**src/rtl/nibble_serial_adder_pkg.sv**
```systemverilog
// Shared definitions for the nibble-serial adder: controller states,
// slice width and the helper that sizes the nibble index.
package nsa_pkg;

   localparam int NIBBLE = 4;

   typedef enum logic [1:0] {
      IDLE = 2'd0,
      RUN  = 2'd1,
      DONE = 2'd2
   } state_t;

   // Width of the nibble index; never narrower than one bit.
   function automatic int idx_w(input int words);
      return (words > 1) ? $clog2(words) : 1;
   endfunction

endpackage

```
**src/rtl/nibble_serial_adder_if.sv**
```systemverilog
// Requester-facing bundle of the nibble-serial adder.
// The sub signal exists only when NIBBLE_SERIAL_ADDER_SUB_EN is defined.
interface nibble_serial_adder_if #(
   parameter int WORDS = 4
);
   localparam int N = nsa_pkg::NIBBLE * WORDS;

   logic         start;
   logic [N-1:0] a;
   logic [N-1:0] b;
   logic         cin;
`ifdef NIBBLE_SERIAL_ADDER_SUB_EN
   logic         sub;
`endif
   logic         busy;
   logic         done;
   logic [N-1:0] s;
   logic         cout;

   modport master (
`ifdef NIBBLE_SERIAL_ADDER_SUB_EN
      output sub,
`endif
      output start, a, b, cin,
      input  busy, done, s, cout
   );

   modport slave (
`ifdef NIBBLE_SERIAL_ADDER_SUB_EN
      input  sub,
`endif
      input  start, a, b, cin,
      output busy, done, s, cout
   );

endinterface

```
**src/rtl/nibble_serial_adder_slice.sv**
```systemverilog
// Four-bit combinational ripple-carry adder built from full adders.
module nibble_slice (
   output logic [3:0] sum,
   output logic       co,
   input  logic [3:0] x,
   input  logic [3:0] y,
   input  logic       ci
);

   logic [4:0] c;

   // Ripple the carry through four full adders, LSB first.
   always_comb begin
      sum  = '0;
      c    = '0;
      c[0] = ci;
      for (int i = 0; i < 4; i++) begin
         sum[i]   = x[i] ^ y[i] ^ c[i];
         c[i+1]   = (x[i] & y[i]) | (c[i] & (x[i] ^ y[i]));
      end
      co = c[4];
   end

endmodule

```
**src/rtl/nibble_serial_adder.sv**
```systemverilog
// Nibble-serial adder: one 4-bit slice is reused over WORDS cycles,
// least-significant nibble first, with the carry held in a register.
// Optional subtract mode is enabled by NIBBLE_SERIAL_ADDER_SUB_EN.
module nibble_serial_adder
   import nsa_pkg::*;
#(
   parameter int WORDS = 4
) (
   input  logic                 clk,
   input  logic                 rst,
   nibble_serial_adder_if.slave bus
);

   localparam int IW = idx_w(WORDS);

   typedef logic [NIBBLE-1:0] nib_t;

   state_t              state_q;
   state_t              state_d;
   logic [IW-1:0]       idx_q;
   logic                carry_q;
   logic                cout_q;
   logic                cin_q;
   nib_t [WORDS-1:0]    a_q;
   nib_t [WORDS-1:0]    b_q;
   nib_t [WORDS-1:0]    s_q;

   logic                accept;
   logic                last;
   logic                inv_b;
   nib_t                x;
   nib_t                y;
   nib_t                sum;
   logic                ci;
   logic                co;

`ifdef NIBBLE_SERIAL_ADDER_SUB_EN
   logic                sub_q;
   assign inv_b = sub_q;
`else
   assign inv_b = 1'b0;
`endif

   // A start is only honoured while no operation is walking the nibbles.
   assign accept = bus.start && ((state_q == IDLE) || (state_q == DONE));
   assign last   = (idx_q == IW'(WORDS - 1));

   // Subtraction is A + ~B + 1, so the forced carry replaces cin on nibble 0.
   assign x  = a_q[idx_q];
   assign y  = b_q[idx_q] ^ {NIBBLE{inv_b}};
   assign ci = (idx_q == '0) ? (inv_b | cin_q) : carry_q;

   nibble_slice u_slice (
      .sum (sum),
      .co  (co),
      .x   (x),
      .y   (y),
      .ci  (ci)
   );

   // State register.
   always_ff @(posedge clk or posedge rst) begin
      if (rst) state_q <= IDLE;
      else     state_q <= state_d;
   end

   // Next-state logic; DONE lasts exactly one cycle unless restarted.
   always_comb begin
      state_d = state_q;
      case (state_q)
         IDLE:    if (bus.start) state_d = RUN;
         RUN:     if (last)      state_d = DONE;
         DONE:    state_d = bus.start ? RUN : IDLE;
         default: state_d = IDLE;
      endcase
   end

   // Index, carry, result and carry-out; reset discards any partial work.
   always_ff @(posedge clk or posedge rst) begin
      if (rst) begin
         idx_q   <= '0;
         carry_q <= 1'b0;
         s_q     <= '0;
         cout_q  <= 1'b0;
      end else if (accept) begin
         idx_q   <= '0;
         s_q     <= '0;
      end else if (state_q == RUN) begin
         s_q[idx_q] <= sum;
         carry_q    <= co;
         idx_q      <= idx_q + 1'b1;
         if (last) cout_q <= co;
      end
   end

   // Operand capture; inputs are ignored for the rest of the operation.
   always_ff @(posedge clk) begin
      if (accept) begin
         a_q   <= bus.a;
         b_q   <= bus.b;
         cin_q <= bus.cin;
`ifdef NIBBLE_SERIAL_ADDER_SUB_EN
         sub_q <= bus.sub;
`endif
      end
   end

   assign bus.busy = (state_q == RUN);
   assign bus.done = (state_q == DONE);
   assign bus.s    = s_q;
   assign bus.cout = cout_q;

endmodule

```
**src/flat_wrapper.sv**
```systemverilog
// flat-port wrapper written by rule: the top's interface ports become plain ports
module nibble_serial_adder_flat import nsa_pkg::*;
#(
   parameter int WORDS = 4
)
  (clk, rst, bus_start, bus_a, bus_b, bus_cin, bus_busy, bus_done, bus_s, bus_cout);
  nibble_serial_adder_if #(.WORDS(WORDS)) bus_i ();
  input  logic clk;
  input  logic rst;
  input wire logic [$bits(bus_i.start)-1:0] bus_start;
  input wire logic [$bits(bus_i.a)-1:0] bus_a;
  input wire logic [$bits(bus_i.b)-1:0] bus_b;
  input wire logic [$bits(bus_i.cin)-1:0] bus_cin;
  output wire logic [$bits(bus_i.busy)-1:0] bus_busy;
  output wire logic [$bits(bus_i.done)-1:0] bus_done;
  output wire logic [$bits(bus_i.s)-1:0] bus_s;
  output wire logic [$bits(bus_i.cout)-1:0] bus_cout;
  assign bus_i.start = bus_start;
  assign bus_i.a = bus_a;
  assign bus_i.b = bus_b;
  assign bus_i.cin = bus_cin;
  assign bus_busy = bus_i.busy;
  assign bus_done = bus_i.done;
  assign bus_s = bus_i.s;
  assign bus_cout = bus_i.cout;
  nibble_serial_adder #(.WORDS(WORDS)) u_core (.clk(clk), .rst(rst), .bus(bus_i));
endmodule
```
**config.mk**
```make
export PLATFORM = sky130hd
export DESIGN_NAME = nibble_serial_adder_flat
export DESIGN_NICKNAME = d
export VERILOG_FILES = /design/src/rtl/nibble_serial_adder_pkg.sv /design/src/rtl/nibble_serial_adder_if.sv /design/src/rtl/nibble_serial_adder_slice.sv /design/src/rtl/nibble_serial_adder.sv /design/src/flat_wrapper.sv
export SDC_FILE = /design/constraint.sdc
export NUM_CORES = 1
export LEC_CHECK = 0
export ABC_CLOCK_PERIOD_IN_PS = 8200
export BUFFER_PORTS_ARGS = -buffer_cell sky130_fd_sc_hd__buf_2
export CORE_MARGIN = 2
export CORE_UTILIZATION = 46
export CTS_BUF_LIST = sky130_fd_sc_hd__clkbuf_4 sky130_fd_sc_hd__clkbuf_8
export DETAILED_ROUTE_END_ITERATION = 8
export GPL_TIMING_DRIVEN = 0
export PLACE_DENSITY = 0.71
export SETUP_SLACK_MARGIN = 0.3
export SLEW_MARGIN = 20
export SYNTH_ARGS = -nofsm -noshare
export SYNTH_HDL_FRONTEND = slang
export SYNTH_SLANG_ARGS = --single-unit
```
**constraint.sdc**
```tcl
create_clock -name clk -period 8.2 [get_ports clk]
set_input_delay 0 -clock clk [delete_from_list [all_inputs] [get_ports clk]]
set_output_delay 0 -clock clk [all_outputs]
set_load 0.005 [all_outputs]
```
==> results.json <==
{
  "start_kind": "register",
  "syn_inst": 148,
  "synthAdderAreaFrac_pct": 5.459,
  "p_clk_share_pct": 17.1,
  "initial_core_util_pct": 47.27,
  "placementRows": 26,
  "hold_class": "input pin to async pin",
  "finalHoldViolCount": 0,
  "clkTransAtPathRegs_ps": 100,
  "peakVddDrop_v": 0.0001620,
  "coreArea_sq_mm": 0.005042,
  "p_seq_share_pct": 37.8,
  "yosys_warnings": 0,
  "avgSynthCellArea_sq_um": 16.10,
  "yosysSeqAreaShare_pct": 64.67,
  "tns_ps": 0,
  "hpwl_um": 2978,
  "ys.flop_type": "edfxtp_1",
  "synth_xor_area_share_pct": 0.3675,
  "first_pass_iters": 4,
  "syn_to_final_growth_pct": 35.96,
  "utilization_pct": 64.27,
  "overflow": 0,
  "end_kind": "register",
  "critical_path_class": "register to register",
  "die_area_sq_mm": 0.005774,
  "wl_per_cell_um": 14.94,
  "p_leak_nw": 1.415,
  "fmax_mhz": 323.6,
  "synth_top_family_by_area": "multiplexers",
  "drive_above_1_share_pct": 34.15,
  "grtUsageTotal_pct": 17.53,
  "switching_share_pct": 34.07,
  "grt_pass1_vias": 1701,
  "cts-resized-gates": 0,
  "cap_viol_max_count": 0,
  "synth_largest_area_cell": "edfxtp_1",
  "yosys.area_share.simple_pct": 8.189,
  "grt_max_degree": 27,
  "vias_per_cell": 4.870,
  "antenna_found_initial": 0,
  "p_int_uw": 706.8,
  "synth_edf_count": 33,
  "synth_nets": 192,
  "yosysUniqueCellTypes": 30,
  "p_comb_share_pct": 45.1,
  "post-route-min-period_ps": 3090,
  "hold_buffers": 35,
  "postRouteAntennaNets": 0,
  "max-slew-margin-rel_pct": 45.18,
  "diodes": 0,
  "power.density_mw_per_mm2": 330.8,
  "p_sw_uw": 365.2,
  "cp_max_fo": 10,
  "arrival_ps": 3280,
  "skew_ps": 5.233,
  "status": "complete, no violations",
  "fin_crit_sh_pct": 37.68,
  "routabilityCongestion": 0.7171,
  "post_cts_buffers": 0,
  "muxShareOfSynthArea_pct": 9.711,
  "synth_area_sq_mm": 0.002384,
  "h-tree-depth": 2,
  "routed_wl_um": 4721,
  "numPortBuffers": 54,
  "grt_pass1_wl_um": 7941,
  "num_io_pins": 55,
  "synth_area_leaders": "edfxtp_1, dfrtp_1, mux4_2",
  "power.total_mw": 1.072,
  "ys_top_cells_by_count": "edfxtp_1, dfrtp_1, inv_1",
  "yosysMostFrequentCell": "edfxtp_1",
  "ys_seq_elements": 55,
  "root_buffer": "clkbuf_8",
  "clockBufferDepth": 2,
  "worst_slew_pin_slew_ps": 821.4,
  "drc": 0,
  "die_height_um": 75.99,
  "setup_viol": 0,
  "async_flop_share_pct": 40.00,
  "clock_sinks": 55,
  "rsz0062_at_grt": "no",
  "clkLatencyLatePin_ps": 300,
  "drt_iter0_drc": 52,
  "slew_violations": 0,
  "cts_inserted_buffers": 5,
  "num_vias": 1539,
  "cts_tree": "built",
  "die_w_um": 75.99,
  "final_nets": 289,
  "rrSetupSlack_ps": 5110,
  "worstPathRequired_ps": 8390,
  "synth_compound_area_share_pct": 7.402,
  "netlist.area_leader.share_pct": 41.57
}
[critical path, cell delays in order (launching register included)]
cell,delay [ps]
dfrtp_1,380
buf_2,260
inv_1,120
ha_1,270
mux2i_1,150
fa_1,370
inv_1,70
fa_1,160
inv_1,50
fa_1,350
inv_1,90
fa_1,420
nand2_1,160
o211ai_1,110
[cell type report]
type	count	area (sq um)
plain buffers	6	55.05
fillers	367	1802
inverters	12	45.04
repair buffers	90	648.1
clock buffers	7	83.83
multi-input cells	75	749.5
flip-flops and latches	55	1541
clock inverters	1	30.03
well taps	70	87.58
[layout by cell type, fill, tap and decap left out, types with 2 or more instances in the layout]
cell	n
a21o_1	3
a221o_1	4
and2b_1	2
and3_1	4
buf_2	56
buf_6	4
clkbuf_4	2
clkbuf_8	5
dfrtp_1	22
dlygate4sd3_1	35
edfxtp_1	33
fa_1	4
ha_1	4
inv_1	12
mux2_2	2
mux4_2	7
nand2_1	9
nand2b_1	2
nand2b_4	2
nand3_1	6
nor2b_1	3
o211ai_1	6
o2bb2ai_1	6
[final timing paths]
| path | start | end | depth (start not counted) |
|---|---|---|---|
| worst max-delay path | u_core.idx_q[1]$_DFFE_PP0P_ | u_core.bus.s[7]$_DFFE_PP0P_ | 13 |
| worst min-delay path | rst | u_core.bus.s[15]$_DFFE_PP0P_ | 3 |
| worst max register to register | u_core.idx_q[1]$_DFFE_PP0P_ | u_core.bus.s[7]$_DFFE_PP0P_ | 13 |
| worst min register to register | u_core.bus.s[13]$_DFFE_PP0P_ | u_core.bus.s[13]$_DFFE_PP0P_ | 1 |
| max in group asynchronous | rst | u_core.bus.cout$_DFFE_PP0P_ | 3 |
| min in group clk | bus_b[9] | u_core.b_q[9]$_DFFE_PP_ | 2 |
[sequential cells by signal, summed over array words and instances (netlist names)]
register         count
u_core.state_q       2
u_core.b_q          16
u_core.carry_q       1
u_core.a_q          16
u_core.bus.s        16
u_core.bus.cout      1
u_core.idx_q         2
u_core.cin_q         1
[power by group through the flow]
stage          registers (mW)  logic (mW)  clock network [mW]
3_5_place_dp            0.412       0.476                   0
2_1_floorplan           0.407       0.338                   0
4_1_cts                 0.406       0.491               0.185
6_report                0.406       0.483               0.183
5_1_grt                 0.414       0.542               0.198
3_3_place_gp            0.411       0.461                   0
[cells by family (layout without fill, tap and decap cells)]
kind of cell / count (synthesis) / in the layout
and+or+nand+nor: 33 / 33
buffers and inverters: 18 / 116
AOI/OAI and AO/OA: 21 / 21
DFF: 55 / 55
adders and majority gates: 8 / 8
xor gates and xnor gates: 1 / 1
muxes: 12 / 12
[routing by layer]
| metal | share of wire, % | GRT usage, % |
|---|---|---|
| met5 | 0 | 0 |
| met4 | 0.72 | 4.182 |
| met3 | 4.7 | 4.384 |
| met2 | 53 | 31.87 |
| met1 | 41 | 21.03 |
[per-stage QoR]
step                worst slack [ps]  hold WS (ps)  instances  area (sq um)
floorplan                       5429        -10.77        148          2384
global placement                5083         176.9        272          2741
detailed placement              5099         178.1        273          2776
CTS                             5094         384.6        316          3241
global route                    4881         388.7        316          3241
finish                          5110         388.8        316          3241
No activity file was read; power rests on OpenSTA's default activity.
